--- config.mk ---
export PLATFORM = sky130hd
export DESIGN_NAME = filter_weight_fetch
export DESIGN_NICKNAME = d
export VERILOG_FILES = /design/src/rtl/filter_weight_fetch.sv
export SDC_FILE = /design/constraint.sdc
export NUM_CORES = 1
export LEC_CHECK = 0
export CAP_MARGIN = 30
export CORE_UTILIZATION = 35
export CTS_CLUSTER_DIAMETER = 150
export CTS_CLUSTER_SIZE = 10
export DETAILED_ROUTE_END_ITERATION = 12
export GPL_TIMING_DRIVEN = 0
export RECOVER_POWER = 100
export SLEW_MARGIN = 10
export SYNTH_ARGS = -nofsm -noshare
export SYNTH_HDL_FRONTEND = slang
export SYNTH_SLANG_ARGS = --single-unit
--- constraint.sdc ---
create_clock -name clk -period 4.7 [get_ports clk]
set_input_delay 0.705 -clock clk [delete_from_list [all_inputs] [get_ports clk]]
set_output_delay 0.705 -clock clk [all_outputs]
set_load 0.03 [all_outputs]
--- src/rtl/filter_weight_fetch.sv ---
// Read-side sequencer for the filter weight memory: walks ROWS x COLS row-major, packs the weights.
// Optional build macro WFETCH_SUM_EN adds a signed running sum of the fetched weights on w_sum.
module filter_weight_fetch #(
  parameter int unsigned DATA_W = 8,
  parameter int unsigned ADDR_W = 5,
  parameter int unsigned ROWS   = 3,
  parameter int unsigned COLS   = 3,
  parameter int unsigned SUM_W  = DATA_W + 4
) (
  input  logic                          clk,
  input  logic                          rstn,
  input  logic                          start,
  output logic                          busy,
  output logic [ADDR_W-1:0]             mem_addr1,
  output logic [ADDR_W-1:0]             mem_addr2,
  output logic                          mem_sel,
  output logic                          mem_wr,
  input  logic [DATA_W-1:0]             mem_rdata,
  output logic                          w_valid,
  input  logic                          w_ready,
  output logic [ROWS*COLS*DATA_W-1:0]   w_data,
  output logic [SUM_W-1:0]              w_sum
);

  localparam int unsigned NUM_W = ROWS * COLS;
  localparam int unsigned IDX_W = (NUM_W > 1) ? $clog2(NUM_W) : 1;

  typedef enum logic [1:0] {
    S_IDLE  = 2'd0,
    S_FETCH = 2'd1,
    S_HOLD  = 2'd2
  } state_t;

  state_t              r_state;
  logic [ADDR_W-1:0]   r_row;
  logic [ADDR_W-1:0]   r_col;
  logic                r_sel;
  logic                r_valid;
  logic                r_busy;
  logic [DATA_W-1:0]   r_slot [NUM_W];

  logic [IDX_W-1:0]    w_idx;
  logic                w_last;
  logic                w_col_wrap;

  // Row/column counters double as the memory address; they stay at 0 outside FETCH.
  assign w_idx      = IDX_W'(32'(r_row) * 32'(COLS) + 32'(r_col));
  assign w_col_wrap = (r_col == ADDR_W'(COLS - 1));
  assign w_last     = (r_row == ADDR_W'(ROWS - 1)) && w_col_wrap;

  always_ff @(posedge clk or negedge rstn) begin
    if (!rstn) begin
      r_state <= S_IDLE;
      r_row   <= '0;
      r_col   <= '0;
      r_sel   <= 1'b0;
      r_valid <= 1'b0;
      r_busy  <= 1'b0;
      for (int k = 0; k < NUM_W; k++) r_slot[k] <= '0;
    end else begin
      case (r_state)
        S_IDLE: begin
          if (start) begin
            r_state <= S_FETCH;
            r_sel   <= 1'b1;
            r_busy  <= 1'b1;
          end
        end
        S_FETCH: begin
          r_slot[w_idx] <= mem_rdata;
          if (w_last) begin
            r_state <= S_HOLD;
            r_sel   <= 1'b0;
            r_valid <= 1'b1;
            r_row   <= '0;
            r_col   <= '0;
          end else if (w_col_wrap) begin
            r_col <= '0;
            r_row <= r_row + ADDR_W'(1);
          end else begin
            r_col <= r_col + ADDR_W'(1);
          end
        end
        S_HOLD: begin
          // A start in the acceptance cycle chains straight into the next fetch.
          if (w_ready) begin
            r_valid <= 1'b0;
            if (start) begin
              r_state <= S_FETCH;
              r_sel   <= 1'b1;
            end else begin
              r_state <= S_IDLE;
              r_busy  <= 1'b0;
            end
          end
        end
        default: begin
          r_state <= S_IDLE;
          r_row   <= '0;
          r_col   <= '0;
          r_sel   <= 1'b0;
          r_valid <= 1'b0;
          r_busy  <= 1'b0;
        end
      endcase
    end
  end

  assign busy      = r_busy;
  assign mem_addr1 = r_row;
  assign mem_addr2 = r_col;
  assign mem_sel   = r_sel;
  assign mem_wr    = 1'b0;
  assign w_valid   = r_valid;

  for (genvar k = 0; k < NUM_W; k++) begin : g_pack
    assign w_data[k*DATA_W +: DATA_W] = r_slot[k];
  end

`ifdef WFETCH_SUM_EN
  logic [SUM_W-1:0] r_sum;
  logic [SUM_W-1:0] w_ext;

  assign w_ext = {{(SUM_W - DATA_W){mem_rdata[DATA_W-1]}}, mem_rdata};

  // The first element of a fetch restarts the accumulation.
  always_ff @(posedge clk or negedge rstn) begin
    if (!rstn) begin
      r_sum <= '0;
    end else if (r_state == S_FETCH) begin
      r_sum <= (w_idx == '0) ? w_ext : r_sum + w_ext;
    end
  end

  assign w_sum = r_sum;
`else
  assign w_sum = '0;
`endif

endmodule

==> flow_metrics.tcl, run 1 <==
set metrics [dict create \
    io_pins 110 \
    placed_cell_area_mm2 0.005015 \
    dp_hpwl_um 5880 \
    startpoint "mem_addr1[0]" \
    period_share_pct 80.12 \
    drtIter0Drc 93 \
    fin_ws_ns 0.9342 \
    grt_first_pass_wirelength_um 13620 \
    clock_path_buffers 2 \
    dr.pass1.iters 4 \
    path_clk_slew_ns 0.09 \
    fillers 982 \
    crit_cells 7 \
    finalHoldViolations 0 \
    antenna_found_initial 0 \
    critPathBufInv 0 \
    routed_via_density 4.723 \
    holdWs_ns 0.4930 \
    violations "capacitance limit, slew limit" \
    path_class "reg -> reg" \
    area_growth_pct 34.88 \
    grt_usage_pct 15.71 \
    grt_max_degree 56 \
    ctsHoldBuffers 0 \
    rows 37 \
    core_mm2 0.01046 \
    cts.repair.resized 0 \
    final_cell_area_mm2 0.005144 \
    crit_chain "fa_1 -> ha_1 -> fa_1 -> xor2_1 -> xnor2_1 -> nor3_1 -> mux2_2" \
    synth.top_cells.by_area "dfrtp_1 (57%), mux2_2 (19%), mux2_4 (3.1%)" \
    ys_top_cells_by_count "dfrtp_1 (87), mux2_2 (64), o21ai_0 (15)" \
    place_ws_ns 1.389 \
    worstPathArrival_ns 4.00 \
    max_stage_delay_ns 1.13 \
    postCtsSetupBuffers 0 \
    critPathMostFrequentCell "fa_1" \
    fin_nets 415 \
    r2r_end "w_data[60]" \
    netlist_area_mm2 0.003814 \
    first_global_vias 2518 \
    die_area_mm2 0.01132 \
    max_cap_violations 2 \
    synth_edf_count 0 \
    drive_above_1_share_pct 24.30 \
    worstMarginPinSlew_ns 1.870 \
    portBuffers 96 \
    root_buffer "clkbuf_8" \
    clk_latency_ns 0.35 \
    ys_seq_area_share_pct 57.09 \
    clock-sinks 87 \
    critPathTopFamily "simple AND/OR/NAND/NOR gates" \
    die_h_um 106.4 \
    globalplace.congestion 0.7656 \
    async_flop_share_pct 100.0 \
    synth_cell_types 39 \
    setup_viol 0 \
    cts_tree "yes" \
    ff2ff_path_depth 7 \
    cp-endpoint "w_data[60]" \
    max_freq_mhz 265.5 \
    antennaDiodeCount 0 \
    grt_overflow 0 \
    ant_nets 0 \
    synth.most_common_cell "dfrtp_1" \
    drv_slew 44 \
    max-slew-margin-rel_pct -24.64 \
    crit_fanout 9 \
    htreeDepth 3 \
    num_vias 2508 \
    synth_top_area_share_pct 57.09 \
    critPathCaptureType "register" \
    r2r_start "mem_addr1[0]" \
    finish.utilization_pct 49.16 \
    fin_skew_ns 0.01049 \
    wire_per_inst_um 15.55 \
    min_path_type "reg -> reg" \
    avgSynthCellArea_um2 14.07 \
    rsz0062_at_grt "false" \
    ys_warn_count 0 \
    start_kind "register" \
    synth_top_area_cell "dfrtp_1" \
    r2r_slack_ns 0.93 \
    finalCriticalPeriod_ns 3.766 \
    cts_buffers 9 \
    critPathRequiredTime_ns 4.94 \
    die_x_um 106.4 \
    synth_flop_cell "dfrtp_1" \
    cp_slowest_cell "nor3_1" \
    status "complete, but fails checks" \
    drc 0 \
    drt-total-wl_um 8258 \
    postSynthRegisterBits 87 \
    initial_core_util_pct 36.45 \
    syn_inst 271 \
]
[worst reg2reg max path: cells and delay by family, from the launching register on]
kind	cells	cell delay [ns]
muxes	1	0.43
and+or+nand+nor	1	1.13
adders and majority gates	3	1.12
DFF	1	0.51
xor gates and xnor gates	2	0.47
[state kept, by name (all words and copies together) (netlist names)]
signal	flops
mem_addr2	5
busy	1
mem_addr1	5
w_data	72
r_state	2
mem_sel	1
w_valid	1
[cells by family (layout without fill, tap and decap cells)]
logic type	count (synthesis)	after routing	share of synthesized area (%)
DFF	87	87	57.09
and+or+nand+nor	44	44	7.217
AOI/OAI and AO/OA	25	25	3.740
adders and majority gates	12	12	4.528
other	1	13	0.09833
xor gates and xnor gates	3	3	0.8860
buffers and inverters	26	138	4.134
muxes	73	73	22.31
[worst min-delay path by stage]
stage / from / to / slack, ns / cells after the start
floorplan: rstn / busy / 0.41 / 0
global placement: mem_sel / mem_sel / 0.48 / 1
detailed placement: mem_sel / mem_sel / 0.48 / 1
CTS: rstn / w_data[5] / 0.29 / 1
global route: mem_sel / mem_sel / 0.51 / 1
finish: mem_sel / mem_sel / 0.49 / 1
[layout make-up]
type	instances	area [um2]	share of cell area, %
buffer	18	116.4	2.262
timing repair buffer	97	982.2	19.10
multi-input combinational	170	1474	28.65
tap	136	170.2	3.308
sequential	87	2177	42.33
clock inverter	6	70.07	1.362
inverter	8	30.03	0.5838
clock buffer	9	123.9	2.408
[layer usage]
metal	track usage (%)	share of wire, %
met3	3.985	5.8
met2	23.84	45
met1	22.00	48
met5	0	0
met4	4.762	0.96
[layout by cell type, fill, tap and decap left out, types with 2 or more instances in the layout]
cell / synthesis / final
a21oi_1: 3 / 3
and3_1: 2 / 2
buf_4: 13 / 13
clkbuf_1: 1 / 6
clkbuf_8: 0 / 9
clkdlybuf4s50_1: 0 / 9
clkinvlp_4: 0 / 3
conb_1: 1 / 13
dfrtp_1: 87 / 87
dlygate4sd3_1: 0 / 86
fa_1: 3 / 3
ha_1: 9 / 9
inv_1: 8 / 8
inv_6: 0 / 2
mux2_1: 0 / 7
mux2_2: 64 / 64
nand2_1: 12 / 12
nand2b_1: 4 / 4
nand3_1: 3 / 3
nor2_1: 5 / 5
nor3_1: 5 / 7
nor4_4: 2 / 2
o21ai_0: 15 / 16
or3_1: 2 / 2
or4_1: 2 / 2
xnor2_1: 1 / 2
[metrics by stage]
step	std cells	TNS, ns
finish	531	0
global route	531	0
CTS	531	0
detailed placement	516	0
global placement	515	-24.68
floorplan	283	0
Power of run 1 is left out: the tool's default activity adds up to more than one toggle a clock period on the data nets, which glitch-free logic cannot reach.
==> run 2: changes to the inputs <==
- clock period: 4.7 -> 3.4 ns (I/O delays scaled with it)
==> run 2 against run 1 <==
The run still ends with capacitance limit, slew limit left. Register-to-register slack got worse by 0.81 ns. Flip-flop and latch count unchanged. Utilization grew 0.43 points. First-iteration DRC count down 13%. Die area unchanged. Worst setup slack got worse by 0.81 ns. Cell count unchanged. Sequential share of layout area is 0.37 points lower. Non-clock buffer count unchanged. Final area increased by 0.88%. Fmax increased by 15%. Critical endpoint is now w_data[35].
==> flow_metrics.tcl, run 2 (synthesis gave the netlist of run 1 again) <==
set metrics [dict create \
    finalCriticalPeriod_ns 3.276 \
    rows 37 \
    clock-sinks 87 \
    wire_per_inst_um 15.52 \
    path_clk_slew_ns 0.09 \
    globalplace.congestion 0.7656 \
    htreeDepth 3 \
    largest_reg_flops 72 \
    antenna_found_initial 0 \
    r2r_slack_ns 0.12 \
    fillers 976 \
    num_vias 2508 \
    postCtsSetupBuffers 0 \
    crit_cells 7 \
    tns_ns 0 \
    max_freq_mhz 305.3 \
    ff2ff_path_depth 7 \
    portBuffers 96 \
    path_class "reg -> reg" \
    root_buffer "clkbuf_8" \
    max-slew-margin-rel_pct -14.45 \
    r2r_end "w_data[35]" \
    max_stage_delay_ns 0.65 \
    start_kind "register" \
    setup_viol 0 \
    grt_max_degree 56 \
    violations "capacitance limit, slew limit" \
    startpoint "mem_addr1[0]" \
    grt_usage_pct 15.71 \
    core_mm2 0.01046 \
    antennaDiodeCount 0 \
    crit_chain "fa_1 -> ha_1 -> fa_1 -> xor2_1 -> xnor2_2 -> nor3_2 -> mux2_2" \
    multi_input_area_mm2 0.001530 \
    dr.pass1.iters 6 \
    ant_nets 0 \
    critPathCaptureType "register" \
    worstMarginPinSlew_ns 1.717 \
    drv_slew 34 \
    critPathTopFamily "adder cells" \
    drc 0 \
    rsz0062_at_grt "true" \
    cp_slowest_cell "nor3_2" \
    period_share_pct 96.34 \
    crit_fanout 9 \
    worstPathArrival_ns 3.52 \
    grt_overflow 0 \
    die_h_um 106.4 \
    io_pins 110 \
    max_cap_violations 1 \
    fin_skew_ns 0.01047 \
    drt-total-wl_um 8242 \
    finalHoldViolations 0 \
    area_growth_pct 36.06 \
    cp-endpoint "w_data[35]" \
    cts_tree "yes" \
    final_common_cell "dfrtp_1" \
    grt_first_pass_wirelength_um 13620 \
    r2r_start "mem_addr1[0]" \
    dp_hpwl_um 5880 \
    clk_latency_ns 0.36 \
    critPathMostFrequentCell "fa_1" \
    critPathRequiredTime_ns 3.64 \
    first_global_vias 2518 \
    critPathBufInv 0 \
    fin_nets 415 \
    die_area_mm2 0.01132 \
    clock_path_buffers 2 \
    status "complete, but fails checks" \
    regArea_mm2 0.002177 \
    die_x_um 106.4 \
    cts_buffers 9 \
    final_cell_mix "dfrtp_1 (87), dlygate4sd3_1 (84), mux2_2 (64)" \
    routed_via_density 4.723 \
    initial_core_util_pct 36.45 \
    drive_above_1_share_pct 28.10 \
    min_path_type "reg -> reg" \
    drtIter0Drc 81 \
]
[run 2: how the worst min path moves through the flow]
stage,cells past startpoint,endpoint,startpoint,slack [ns]
CTS,1,w_data[5],rstn,0.09
floorplan,0,busy,rstn,0.21
finish,1,mem_sel,mem_sel,0.49
global placement,1,mem_sel,mem_sel,0.48
global route,1,mem_sel,mem_sel,0.51
detailed placement,1,mem_sel,mem_sel,0.48
[run 2: stage by stage]
stage | cell area (um2) | util, % | hold slack (ns) | cells | setup slack [ns]
6_report | 5189 | 49.59 | 0.4939 | 531 | 0.1244
5_1_grt | 5189 | 49.59 | 0.5107 | 531 | -0.07239
2_1_floorplan | 3859 | - | 0.2144 | 283 | 0.1853
4_1_cts | 5209 | 49.78 | 0.09063 | 531 | 0.06098
3_3_place_gp | 4990 | 47.69 | 0.4781 | 515 | -1.395
3_5_place_dp | 5015 | 47.93 | 0.4812 | 516 | 0.08854
[run 2: routing by layer]
layer	vias to the layer above	GRT usage (%)	wire length, um
met1	1237	22.00	3939
li1	1172	-	-
met4	0	4.762	90
met2	90	23.84	3703
met3	9	3.985	509
met5	-	0	0
[run 2: final cells by class]
type                       count  share of cell area [%]
sequential                    87                   41.96
inverter                       8                  0.5787
timing repair buffer          97                   18.50
clock buffer                   9                   2.387
buffer                        18                   2.460
clock inverter                 6                   1.350
tap                          136                   3.279
multi-input combinational    170                   29.49
[run 2: timing repair]
item / in CTS / in global routing
endpoints found under the setup margin: 0 / 20
hold buffers: 0 / 0
gates resized for setup: 0 / 1
Power of run 2 is left out for the same reason.
==> run 3: changes to the inputs <==
- clock period: 3.4 -> 3.79 ns (I/O delays scaled with it)
==> run 3 against run 2 <==
The run still ends with capacitance limit, slew limit left. Non-clock buffer count is the same. Flip-flop and latch count is the same. Register-to-register slack gained 0.28 ns. Utilization shrank 0.43 points. First-iteration DRC count grew 11%. Clock skew is essentially flat. Clock-buffer cell count is the same. Largest cell class unchanged.
==> flow_metrics.tcl, run 3 (synthesis gave the netlist of run 1 again) <==
set metrics [dict create \
    status "complete, but fails checks" \
    violations "capacitance limit, slew limit" \
    drv_slew 45 \
    period_share_pct 89.39 \
    cts_buffers 9 \
    ctsHoldBuffers 0 \
    max-slew-margin-rel_pct -14.66 \
    dr.pass1.iters 4 \
    drtIter0Drc 90 \
    rows 37 \
    start_kind "register" \
    largest_reg_flops 72 \
    die_h_um 106.4 \
    die_area_mm2 0.01132 \
    max_freq_mhz 295.2 \
    dp.cells 516 \
    grt_first_pass_wirelength_um 13620 \
    critPathRequiredTime_ns 4.03 \
    min_path_type "reg -> reg" \
    fin_skew_ns 0.01046 \
    grt_usage_pct 15.71 \
    portBuffers 96 \
    globalplace.congestion 0.7656 \
    postCtsSetupBuffers 0 \
    crit_fanout 9 \
    ant_nets 0 \
    cts_tree "yes" \
    setup_viol 0 \
    antenna_found_initial 0 \
    max_cap_violations 2 \
    num_vias 2514 \
    dp_hpwl_um 5880 \
    finalHoldViolations 0 \
    io_pins 110 \
    clock-sinks 87 \
    finish.utilization_pct 49.16 \
    drc 0 \
    htreeDepth 3 \
    grt_max_degree 56 \
    fin_cells 531 \
    first_global_vias 2518 \
    rsz0062_at_grt "false" \
    grt_overflow 0 \
    worstMarginPinSlew_ns 1.720 \
    area_growth_pct 34.88 \
    drt-total-wl_um 8278 \
    fillers 983 \
    final_cell_mix "dfrtp_1 (87), dlygate4sd3_1 (86), mux2_2 (64)" \
    die_x_um 106.4 \
    drive_above_1_share_pct 25.57 \
    path_class "reg -> reg" \
    worstPathArrival_ns 3.62 \
    critPathCaptureType "register" \
    fin_nets 415 \
    antennaDiodeCount 0 \
    initial_core_util_pct 36.45 \
    routed_via_density 4.734 \
    final_common_cell "dfrtp_1" \
    root_buffer "clkbuf_8" \
    core_mm2 0.01046 \
    path_clk_slew_ns 0.09 \
    cts.repair.resized 0 \
    wire_per_inst_um 15.59 \
    clock_path_buffers 2 \
    finalCriticalPeriod_ns 3.388 \
    clk_latency_ns 0.36 \
]
-- run 3: changes by cell type in the layout (fill, tap and decap cells not counted), sizes merged --
cell	before	now
clkdlybuf4s50	11	9
dlygate4sd3	84	86
clkbuf	12	16
buf	17	13
-- run 3: cell type report --
cell class,count,area (um2),area share (%)
Sequential cell,87,2177,42.33
Multi-Input combinational cell,170,1495,29.07
Timing Repair Buffer,97,959.7,18.66
Tap cell,136,170.2,3.308
Clock buffer,9,123.9,2.408
Buffer,18,117.6,2.287
Clock inverter,6,70.07,1.362
Inverter,8,30.03,0.5838
-- run 3: critical path, cell delays in order, from the launching register on --
cell and delay [ns]:
dfrtp_1 0.51, fa_1 0.52, ha_1 0.22, fa_1 0.38
xor2_1 0.19, xnor2_2 0.49, or3_1 0.19, clkbuf_1 0.38
mux2_2 0.40
-- run 3: stage by stage --
step	cell area [um2]	setup TNS (ns)	hold slack, ns	setup slack [ns]
CTS	5209	0	0.1491	0.4510
finish	5144	0	0.4930	0.4022
detailed placement	5015	0	0.4812	0.4785
floorplan	3859	0	0.2729	0.5753
global placement	4990	-91.98	0.4781	-1.064
global route	5144	0	0.5107	0.1893
-- run 3: path summary, 6_finish.rpt --
kind                                    to  slack [ns]          from  depth (start not counted)
worst max-delay path            w_data[28]        0.40  mem_addr1[0]                          8
worst min-delay path               mem_sel        0.49       mem_sel                          1
worst max register to register  w_data[28]        0.40  mem_addr1[0]                          8
worst min register to register     mem_sel        0.49       mem_sel                          1
max in group asynchronous       w_data[32]        1.04          rstn                          2
min in group asynchronous        w_data[5]        0.65          rstn                          1
-- run 3: layer usage --
metal  routed length, um  share of wire (%)  global-route usage, %  vias up
met5                   0                  0                      0        -
met4                  91                1.1                  4.762        0
met2                3719                 45                  23.84       90
li1                    -                  -                      -     1168
met3                 497                6.0                  3.985        9
met1                3970                 48                  22.00     1247
Power of run 3 is left out for the same reason.
